## src/rtl/if_stage_prefetch_pkg.sv

```systemverilog
// Shared constants for the prefetching instruction-fetch stage.
// Also holds the helper that sizes the FIFO occupancy counter.
package if_stage_prefetch_pkg;

    localparam int WORD_WIDTH = 32;

    localparam int                    IF_FIFO_DEPTH = 4;
    localparam logic [WORD_WIDTH-1:0] IF_ADDR_STEP  = WORD_WIDTH'(1);
    localparam logic [WORD_WIDTH-1:0] IF_RESET_PC   = '0;

    // The counter must hold the value DEPTH itself, so it needs one bit more than a pointer.
    function automatic int count_width(input int depth);
        return $clog2(depth) + 1;
    endfunction

endpackage

```

## src/rtl/if_stage_prefetch_if.sv

```systemverilog
// Bus bundle between the fetch stage, instruction memory, EXE redirect logic and ID.
// Handshake: an entry leaves the stage in a cycle with out_valid=1, Freeze=0 and Branch_Taken=0; imem_rdata answers imem_req one cycle later.
interface if_stage_prefetch_if #(
    parameter int WORD_WIDTH = if_stage_prefetch_pkg::WORD_WIDTH,
    parameter int FIFO_DEPTH = if_stage_prefetch_pkg::IF_FIFO_DEPTH
);
    localparam int CW = if_stage_prefetch_pkg::count_width(FIFO_DEPTH);

    logic                  Freeze;
    logic                  Branch_Taken;
    logic [WORD_WIDTH-1:0] Branch_Address;
    logic                  imem_req;
    logic [WORD_WIDTH-1:0] imem_addr;
    logic [WORD_WIDTH-1:0] imem_rdata;
    logic                  out_valid;
    logic [WORD_WIDTH-1:0] PC_Stage_out;
    logic [WORD_WIDTH-1:0] instruction;
    logic [CW-1:0]         fifo_count;

    modport master (
        input  Freeze, Branch_Taken, Branch_Address, imem_rdata,
        output imem_req, imem_addr, out_valid, PC_Stage_out, instruction, fifo_count
    );

    modport slave (
        output Freeze, Branch_Taken, Branch_Address, imem_rdata,
        input  imem_req, imem_addr, out_valid, PC_Stage_out, instruction, fifo_count
    );

endinterface

```

## src/rtl/if_stage_prefetch_fetch_fifo.sv

```systemverilog
// Synchronous prefetch FIFO holding {next_pc, instruction} entries.
// Flush beats push and pop; the caller never pushes when full nor pops when empty.
module fetch_fifo
    import if_stage_prefetch_pkg::*;
#(
    parameter int ENTRY_W = 2 * WORD_WIDTH,
    parameter int DEPTH   = IF_FIFO_DEPTH
) (
    input  logic                     clk,
    input  logic                     rst,
    input  logic                     flush,
    input  logic                     push,
    input  logic                     pop,
    input  logic [ENTRY_W-1:0]       push_data,
    output logic [ENTRY_W-1:0]       head_data,
    output logic [count_width(DEPTH)-1:0] count
);
    localparam int AW = $clog2(DEPTH);
    localparam int CW = count_width(DEPTH);

    logic [ENTRY_W-1:0] mem [DEPTH];
    logic [AW-1:0]      wr_ptr;
    logic [AW-1:0]      rd_ptr;

    assign head_data = mem[rd_ptr];

    // Pointers wrap naturally because DEPTH is a power of two.
    always_ff @(posedge clk) begin
        if (!rst || flush) begin
            wr_ptr <= '0;
            rd_ptr <= '0;
            count  <= '0;
        end else begin
            if (push) begin
                mem[wr_ptr] <= push_data;
                wr_ptr      <= wr_ptr + AW'(1);
            end
            if (pop) begin
                rd_ptr <= rd_ptr + AW'(1);
            end
            case ({push, pop})
                2'b10:   count <= count + CW'(1);
                2'b01:   count <= count - CW'(1);
                default: count <= count;
            endcase
        end
    end

endmodule

```

## src/rtl/if_stage_prefetch.sv

```systemverilog
// Prefetching IF stage: issues one-cycle-latency imem reads under a credit limit,
// queues returned words, and kills everything buffered or in flight on a branch redirect.
module if_stage_prefetch #(
    parameter int                    WORD_WIDTH = if_stage_prefetch_pkg::WORD_WIDTH,
    parameter logic [WORD_WIDTH-1:0] ADDR_STEP  = WORD_WIDTH'(if_stage_prefetch_pkg::IF_ADDR_STEP),
    parameter logic [WORD_WIDTH-1:0] RESET_PC   = WORD_WIDTH'(if_stage_prefetch_pkg::IF_RESET_PC),
    parameter int                    FIFO_DEPTH = if_stage_prefetch_pkg::IF_FIFO_DEPTH
) (
    input logic                  clk,
    input logic                  rst,
    if_stage_prefetch_if.master  bus
);
    localparam int CW = if_stage_prefetch_pkg::count_width(FIFO_DEPTH);
    localparam int EW = 2 * WORD_WIDTH;

    logic [WORD_WIDTH-1:0] fetch_pc;
    logic [WORD_WIDTH-1:0] inflight_pc;
    logic                  inflight;
    logic                  issue;
    logic                  push;
    logic                  pop;
    logic                  out_valid;
    logic [CW-1:0]         count;
    logic [CW:0]           occupied;
    logic [EW-1:0]         push_data;
    logic [EW-1:0]         head_data;

    // The in-flight read already owns a slot, so a returning word always finds room.
    assign occupied  = {1'b0, count} + {{CW{1'b0}}, inflight};
    assign issue     = rst && !bus.Branch_Taken && (occupied < (CW+1)'(FIFO_DEPTH));
    assign push      = rst && inflight && !bus.Branch_Taken;
    assign out_valid = rst && (count != '0);
    assign pop       = out_valid && !bus.Freeze && !bus.Branch_Taken;
    assign push_data = {inflight_pc + ADDR_STEP, bus.imem_rdata};

    always_ff @(posedge clk) begin
        if (!rst) begin
            fetch_pc    <= RESET_PC;
            inflight    <= 1'b0;
            inflight_pc <= '0;
        end else begin
            inflight <= issue;
            if (issue) begin
                inflight_pc <= fetch_pc;
            end
            if (bus.Branch_Taken) begin
                fetch_pc <= bus.Branch_Address;
            end else if (issue) begin
                fetch_pc <= fetch_pc + ADDR_STEP;
            end
        end
    end

    fetch_fifo #(
        .ENTRY_W (EW),
        .DEPTH   (FIFO_DEPTH)
    ) u_fifo (
        .clk       (clk),
        .rst       (rst),
        .flush     (bus.Branch_Taken),
        .push      (push),
        .pop       (pop),
        .push_data (push_data),
        .head_data (head_data),
        .count     (count)
    );

    assign bus.imem_req     = issue;
    assign bus.imem_addr    = fetch_pc;
    assign bus.out_valid    = out_valid;
    assign bus.PC_Stage_out = out_valid ? head_data[EW-1:WORD_WIDTH] : '0;
    assign bus.instruction  = out_valid ? head_data[WORD_WIDTH-1:0]  : '0;
    assign bus.fifo_count   = rst ? count : '0;

endmodule

```

## src/flat_wrapper.sv

```systemverilog
// flat-port wrapper written by rule: the top's interface ports become plain ports
module if_stage_prefetch_flat 
#(
    parameter int                    WORD_WIDTH = if_stage_prefetch_pkg::WORD_WIDTH,
    parameter logic [WORD_WIDTH-1:0] ADDR_STEP  = WORD_WIDTH'(if_stage_prefetch_pkg::IF_ADDR_STEP),
    parameter logic [WORD_WIDTH-1:0] RESET_PC   = WORD_WIDTH'(if_stage_prefetch_pkg::IF_RESET_PC),
    parameter int                    FIFO_DEPTH = if_stage_prefetch_pkg::IF_FIFO_DEPTH
)
  (clk, rst, bus_Freeze, bus_Branch_Taken, bus_Branch_Address, bus_imem_rdata, bus_imem_req, bus_imem_addr, bus_out_valid, bus_PC_Stage_out, bus_instruction, bus_fifo_count);
  if_stage_prefetch_if #(.WORD_WIDTH(WORD_WIDTH), .FIFO_DEPTH(FIFO_DEPTH)) bus_i ();
  input logic clk;
  input logic rst;
  input wire logic [$bits(bus_i.Freeze)-1:0] bus_Freeze;
  input wire logic [$bits(bus_i.Branch_Taken)-1:0] bus_Branch_Taken;
  input wire logic [$bits(bus_i.Branch_Address)-1:0] bus_Branch_Address;
  input wire logic [$bits(bus_i.imem_rdata)-1:0] bus_imem_rdata;
  output wire logic [$bits(bus_i.imem_req)-1:0] bus_imem_req;
  output wire logic [$bits(bus_i.imem_addr)-1:0] bus_imem_addr;
  output wire logic [$bits(bus_i.out_valid)-1:0] bus_out_valid;
  output wire logic [$bits(bus_i.PC_Stage_out)-1:0] bus_PC_Stage_out;
  output wire logic [$bits(bus_i.instruction)-1:0] bus_instruction;
  output wire logic [$bits(bus_i.fifo_count)-1:0] bus_fifo_count;
  assign bus_i.Freeze = bus_Freeze;
  assign bus_i.Branch_Taken = bus_Branch_Taken;
  assign bus_i.Branch_Address = bus_Branch_Address;
  assign bus_i.imem_rdata = bus_imem_rdata;
  assign bus_imem_req = bus_i.imem_req;
  assign bus_imem_addr = bus_i.imem_addr;
  assign bus_out_valid = bus_i.out_valid;
  assign bus_PC_Stage_out = bus_i.PC_Stage_out;
  assign bus_instruction = bus_i.instruction;
  assign bus_fifo_count = bus_i.fifo_count;
  if_stage_prefetch #(.WORD_WIDTH(WORD_WIDTH), .ADDR_STEP(ADDR_STEP), .RESET_PC(RESET_PC), .FIFO_DEPTH(FIFO_DEPTH)) u_core (.clk(clk), .rst(rst), .bus(bus_i));
endmodule
```

## config.mk

```make
export PLATFORM = sky130hd
export DESIGN_NAME = if_stage_prefetch_flat
export DESIGN_NICKNAME = d
export VERILOG_FILES = /design/src/rtl/if_stage_prefetch_pkg.sv /design/src/rtl/if_stage_prefetch_if.sv /design/src/rtl/if_stage_prefetch_fetch_fifo.sv /design/src/rtl/if_stage_prefetch.sv /design/src/flat_wrapper.sv
export SDC_FILE = /design/constraint.sdc
export NUM_CORES = 1
export LEC_CHECK = 0
export ABC_AREA = 1
export CELL_PAD_IN_SITES_DETAIL_PLACEMENT = 2
export CELL_PAD_IN_SITES_GLOBAL_PLACEMENT = 2
export CORE_MARGIN = 1.5
export CORE_UTILIZATION = 30
export CTS_BUF_LIST = sky130_fd_sc_hd__clkbuf_2 sky130_fd_sc_hd__clkbuf_4 sky130_fd_sc_hd__clkbuf_8
export CTS_CLUSTER_DIAMETER = 30
export CTS_CLUSTER_SIZE = 20
export DETAILED_ROUTE_END_ITERATION = 10
export PLACE_DENSITY = 0.79
export SYNTH_ARGS = -nofsm -noshare
export SYNTH_HDL_FRONTEND = slang
export SYNTH_HIERARCHICAL = 1
export SYNTH_SLANG_ARGS = --single-unit
export TNS_END_PERCENT = 1
```

## constraint.sdc

```tcl
create_clock -name clk -period 6.7 [get_ports clk]
set_clock_uncertainty 0.1 [all_clocks]
set_input_delay 1.005 -clock clk [delete_from_list [all_inputs] [get_ports clk]]
set_output_delay 1.005 -clock clk [all_outputs]
set_load 0.03 [all_outputs]
```

==> qor.txt, run 1 <==
Worst-path clk slew: 0.05 ns
Worst-Margin Slew: 1.07 ns
Final #Nets: 1,767
Via count: 11,700
Crit share post-route: 75.9%
Top-count cell post-synth: edfxtp_1
Fin cells: 2,421
Async SR Flop Fraction: 0%
Clock network power share: 52.2%
Vias per cell: 4.85
Final setup margin: 1.62 ns
Slew headroom: 28.7%
Total core area: 48,700 sq um
CTS Buf Count: 82
Leak Pwr: 7.11 nW
Antenna violations before repair: 1
Critical Path AT: 3.98 ns
Total Power: 5.27 mW
Yosys Warn Count: 6
Setup violators final: 0
Max-Cap Viols: 0
Syn-to-layout area delta: 27.9%
Synth Register Bits: 330
Post-CTS setup buffers: 0
Placed Instances: 2,271
Setup slack at placement: 1.55 ns
Hold_ws: 0.351 ns
Status: completed
Root Buffer: clkbuf_8
CP Class: input port to output pin
Cell Chain, Critical Path: clkdlybuf4s50_1 -> buf_4 -> nand2_1 -> nand3_2 -> buf_4 -> nand2_1 -> inv_1 -> clkdlybuf4s50_1
DRC viols: 0
Sw Pwr: 1.30 mW
Num rows: 81
Crit start category: input port
Die Wd: 225 um
Syn Nets: 1,573
Fin crit period: 5.08 ns
Top post-synthesis cells by count: edfxtp_1 (256), nand2_1 (241), nor2_1 (217)
Crit path max fanout: 40
Unique masters post-synth: 44
FMAX: 197 MHz
Top cell type's share of synthesized area: 52.1%
Global-route wire length before repair: 76,100 um
Cell area after synthesis: 14,800 sq um
Clk_lat worst skew: 0.63 ns
Delay of the slowest critical-path stage: 0.69 ns
Fin. Hold Viols: 0
Global placement routability congestion: 0.803
Reg2reg setup slack: 4.04 ns
Port Buffers: 168
Worst min-delay path startpoint: u_core/u_fifo/rd_ptr[1]
Critical-path top delay cell: clkdlybuf4s50_1
Hold Path Class: flip-flop to flip-flop
Final wirelength: 49,300 um
GRT overflow: 0
Req. time, crit path: 5.59 ns
# diodes: 0
Setup TNS: 0 ns
Total GRT Usage: 19.7%
I/O pins: 169
Most common flop cell mapped by yosys: edfxtp_1
EDFF count, synth: 256
Starting Density: 30.3%
CTS tree: built
Die area: 50,500 sq um
R2R depth: 11
Routed WL per cell: 20.4 um
Reg-to-Reg Start: u_core/u_fifo/count[0]
Max-slew violation count: 0
Flop pwr share: 43.1%
Logic pwr share: 4.7%
Worst r2r dst: u_core/u_fifo/count[2]
Clk sinks: 330
Switching Share: 24.6%
Share of post-route cells with drive strength above 1: 11.2%
Mean post-synth cell area: 9.86 sq um
Largest net degree at the start of global routing: 97
H-tree levels: 3
Clock tree buffer depth: 3
Resized cells post-CTS: 0
DRT antenna net count: 0
Filler cells: 5,308
Power per cell area: 279 nW/um^2
Peak VDD IR: 0.000184 V
Endpoint class of the critical path: output pin
Detailed Routing Iterations Pass 1: 5
Unrepaired setup endpoints after global routing: false
Synth top area cells: edfxtp_1 (52%), dfxtp_1 (10%), nand2_1 (6.1%)
Sequential fraction of the synthesis area: 62.1%
Synthesized instance count: 1,497
Hold Crit Depth: 1
Area leader, netlist: edfxtp_1
Die Y: 225 um
Initial drt markers: 548
Hold_buf cts: 0
Post-detail-place hpwl: 31,400 um
Int Power: 3.98 mW
Number of global-route vias before repair: 13,000
-- worst max-delay path by stage --
stage	from	end	slack [ns]	cells past startpoint
floorplan	rst	u_core/u_fifo/mem[0][0]	1.75	6
global placement	rst	bus_instruction[0]	1.75	8
detailed placement	rst	bus_instruction[25]	1.55	8
CTS	rst	bus_instruction[25]	1.54	8
global route	rst	bus_instruction[25]	1.42	8
finish	rst	bus_instruction[25]	1.62	8
-- power by group through the flow --
stage               clock network [mW]  registers [mW]  logic (mW)
floorplan                            0            2.32       0.102
global route                      2.91            2.28       0.268
finish                            2.75            2.27       0.246
CTS                               2.81            2.27       0.249
global placement                     0            2.31       0.232
detailed placement                   0            2.31       0.245
-- flip-flops by register name, summed over array words and instances, names as in the netlist, named ones only --
| name | flops |
|---|---|
| u_core/u_fifo/rd_ptr | 2 |
| u_core/bus.imem_addr | 32 |
| u_core/inflight_pc | 32 |
| u_core/u_fifo/mem | 256 |
| u_core/u_fifo/count | 3 |
| u_core/inflight | 1 |
| u_core/u_fifo/wr_ptr | 2 |
-- per-stage QoR --
step / cell area [sq um] / utilization, %
after floorplan: 14800 / -
after global placement: 17000 / 34.9
after detailed placement: 17000 / 34.9
after CTS: 18900 / 38.7
after global routing: 18900 / 38.7
final: 18900 / 38.7
-- critical path: cells and delay by family --
| family | cells | cell delay [ns] |
|---|---|---|
| buffers and inverters | 5 | 2.07 |
| AND/OR/NAND/NOR | 3 | 0.84 |
-- area by class of cell --
cell class,instances,area (sq um),share of cell area (%)
clock buffers,90,1210,6.43
well taps,664,831,4.40
multi-input cells,918,4510,23.9
flip-flops and latches,330,9170,48.6
inverters,178,673,3.57
repair buffers,181,1830,9.69
clock inverters,60,648,3.43
-- cell families (layout without fill, tap and decap cells) --
logic type	count (synthesis)	after routing	synth area share, %
buf+inv	249	509	7.55
xor+xnor	32	32	1.90
flops	330	330	62.1
compound gates	307	307	11.3
fa+ha+maj	8	8	0.729
simple gates	571	571	16.4
-- cells in the final DEF (no fill, tap or decap), types with 9 or more instances in the layout --
master           instances
nand4_1                 10
a21oi_1                 44
o21ai_1                 58
o21ai_0                121
clkdlybuf4s50_1        168
nor2_4                  10
nand3_1                 53
a211oi_1                11
inv_1                  173
edfxtp_1               256
nor2_1                 213
nand2_1                241
o22ai_1                 64
dfxtp_1                 72
nor3_1                  11
clkinv_1                 9
xor2_1                  30
clkbuf_8                86
buf_4                    9
clkinv_4                12
clkinv_2                15
bufinv_16               10
-- layer usage --
layer | track usage (%) | share of wire, % | vias up | wire (um)
li1 | - | - | 5484 | -
met2 | 35.1 | 51 | 279 | 25100
met5 | 0 | 0.026 | - | 13
met4 | 6.86 | 2.6 | 2 | 1290
met3 | 3.64 | 4.0 | 95 | 1980
met1 | 23.8 | 43 | 5873 | 21000
Note: power is estimated with default switching activity, not from simulation.
==> inputs of run 2 (changes only) <==
--- a/config.mk
+++ b/config.mk
@@ -14,7 +14,7 @@
 export CTS_CLUSTER_DIAMETER = 30
 export CTS_CLUSTER_SIZE = 20
 export DETAILED_ROUTE_END_ITERATION = 10
-export PLACE_DENSITY = 0.79
+export PLACE_DENSITY = 0.81
 export SYNTH_ARGS = -nofsm -noshare
 export SYNTH_HDL_FRONTEND = slang
 export SYNTH_HIERARCHICAL = 1
==> constraint.sdc (replaced) <==
create_clock -name clk -period 4.2 [get_ports clk]
set_clock_uncertainty 0.1 [all_clocks]
set_input_delay 0.63 -clock clk [delete_from_list [all_inputs] [get_ports clk]]
set_output_delay 0.63 -clock clk [all_outputs]
set_load 0.03 [all_outputs]
==> qor.txt, run 2 (synthesis gave the netlist of run 1 again) <==
Crit share post-route: 93.5%
Int Power: 7.05 mW (was 3.98 mW)
Global-route wire length before repair: 79,700 um (was 76,100 um)
Logic pwr share: 4.3% (was 4.7%)
Post-detail-place hpwl: 33,100 um (was 31,400 um)
Resized cells post-CTS: 0 (unchanged)
Starting Density: 30.3% (unchanged)
Area of the multi-input gates: 4510 sq um (unchanged)
Total GRT Usage: 20.9% (was 19.7%)
I/O pins: 169 (unchanged)
DRC viols: 0 (unchanged)
Antenna violations before repair: 0 (was 1)
Final #Nets: 1,774 (was 1,767)
Clk sinks: 330 (unchanged)
Num rows: 81 (unchanged)
Final instance area: 19,200 sq um (was 18,900 sq um)
Hold_buf cts: 0 (unchanged)
FMAX: 255 MHz
Switching Share: 23.4% (was 24.6%)
Crit path max fanout: 66 (was 40)
Power per cell area: 478 nW/um^2 (was 279 nW/um^2)
Unrepaired setup endpoints after global routing: false (unchanged)
Most common cell after layout, fill and taps aside: edfxtp_1 (unchanged)
Leak Pwr: 7.39 nW (was 7.11 nW)
Detailed Routing Iterations Pass 1: 5 (unchanged)
Global placement routability congestion: 0.815 (was 0.803)
Status: completed (unchanged)
Number of global-route vias before repair: 13,200 (was 13,000)
Peak VDD IR: 0.000211 V (was 0.000184 V)
Vias per cell: 4.88 (was 4.85)
GRT overflow: 0 (unchanged)
Die Y: 225 um (unchanged)
Critical Path AT: 3.20 ns (was 3.98 ns)
Port Buffers: 168 (unchanged)
Share of post-route cells with drive strength above 1: 14.4% (was 11.2%)
Clock tree buffer depth: 3 (unchanged)
Die area: 50,500 sq um (unchanged)
Setup violators final: 0 (unchanged)
Flop pwr share: 39.4% (was 43.1%)
Final wirelength: 52,500 um (was 49,300 um)
Setup slack at placement: 0.857 ns (was 1.55 ns)
CTS Buf Count: 83 (was 82)
Clock network power share: 56.2% (was 52.2%)
Worst-Margin Slew: 1.03 ns (was 1.07 ns)
Sw Pwr: 2.15 mW (was 1.30 mW)
# diodes: 0 (unchanged)
Total core area: 48,700 sq um (unchanged)
Post-CTS setup buffers: 0 (unchanged)
Crit start category: flip-flop (was input port)
Routed WL per cell: 21.6 um (was 20.4 um)
Hold Path Class: flip-flop to flip-flop (unchanged)
Via count: 11,900 (was 11,700)
Seq. cell area: 9170 sq um (unchanged)
Filler cells: 5,159 (was 5,308)
Largest net degree at the start of global routing: 69 (was 97)
DP Area: 17,100 sq um (was 17,000 sq um)
Fin. Hold Viols: 0 (unchanged)
Final setup margin: 0.273 ns (was 1.62 ns)
Max-slew violation count: 0 (unchanged)
Die Wd: 225 um (unchanged)
Clk_lat worst skew: 0.63 ns (about the same)
CTS tree: built (unchanged)
Syn-to-layout area delta: 30.2% (was 27.9%)
Commonest cells after routing, fill and taps aside: edfxtp_1 (256), nand2_1 (241), nor2_1 (213) (unchanged)
Initial drt markers: 728 (was 548)
DRT antenna net count: 0 (unchanged)
Hold_ws: 0.352 ns (was 0.351 ns)
Largest register by flop count: u_core/u_fifo/mem (unchanged)
Req. time, crit path: 3.47 ns (was 5.59 ns)
Number of flip-flops in the largest register: 256 (unchanged)
Root Buffer: clkbuf_8 (unchanged)
Endpoint class of the critical path: output pin (unchanged)
H-tree levels: 3 (unchanged)
Max-Cap Viols: 0 (unchanged)
Worst-path clk slew: 0.06 ns (was 0.05 ns)
CP Class: flip-flop to output pin (was input port to output pin)
Slew headroom: 31.1% (was 28.7%)
Fin crit period: 3.93 ns
run 2: cell types whose count changed in the layout (fill, tap and decap cells not counted), moves of 3 or more:
| cell | change |
|---|---|
| clkdlybuf4s50_1 | -50 |
| bufinv_16 | +12 |
| buf_4 | +45 |
| buf_12 | +11 |
| inv_6 | -3 |
| clkinv_4 | -8 |
| clkinvlp_4 | +3 |
run 2: layer usage:
layer  vias to the layer above  GRT usage [%]  part of all wire, %
met5                         -              0                    0
met4                         0           7.17                  2.5
met3                        84           3.58                  3.8
met2                       303           36.9                   51
met1                      5970           25.5                   43
li1                       5505              -                    -
run 2: critical path: stages (launching register included):
cell and delay [ns]:
dfxtp_4 0.48, buf_4 0.63, o21ai_0 0.19, o22ai_1 0.31, nand2_1 0.10, inv_1 0.11
clkdlybuf4s50_1 0.71
run 2: final timing paths:
| path | endpoint | slack [ns] | start | cells past startpoint |
|---|---|---|---|---|
| min reg2reg | flip-flop | 0.35 | u_core/u_fifo/rd_ptr[1] | 1 |
| max reg2reg | u_core/u_fifo/count[2] | 1.69 | u_core/u_fifo/count[2] | 11 |
| min | flip-flop | 0.35 | u_core/u_fifo/rd_ptr[1] | 1 |
| max | bus_instruction[28] | 0.27 | flip-flop | 6 |
run 2: final cells by class:
type                            instances  area share, %
Sequential cell                       330           47.7
Multi-Input combinational cell        918           23.5
Inverter                              178           3.50
Timing Repair Buffer                  187           9.82
Clock inverter                         65           4.94
Clock buffer                           89           6.21
Tap cell                              664           4.32
run 2: stage by stage:
| stage | instances | total power [mW] | setup TNS, ns | util (%) |
|---|---|---|---|---|
| after floorplan | 1497 | 3.87 | -95.91 | - |
| after global placement | 2277 | 4.06 | 0 | 35.0 |
| after detailed placement | 2277 | 4.09 | 0 | 35.0 |
| after CTS | 2431 | 9.31 | 0 | 39.4 |
| after global routing | 2431 | 9.49 | 0 | 39.4 |
| final | 2431 | 9.19 | 0 | 39.4 |
run 2: power by group through the flow:
stage | combinational [mW] | clock [mW] | sequential, mW
after detailed placement | 0.395 | 0 | 3.69
after global placement | 0.377 | 0 | 3.69
final | 0.399 | 5.17 | 3.63
after floorplan | 0.162 | 0 | 3.71
after global routing | 0.435 | 5.42 | 3.63
after CTS | 0.405 | 5.28 | 3.63
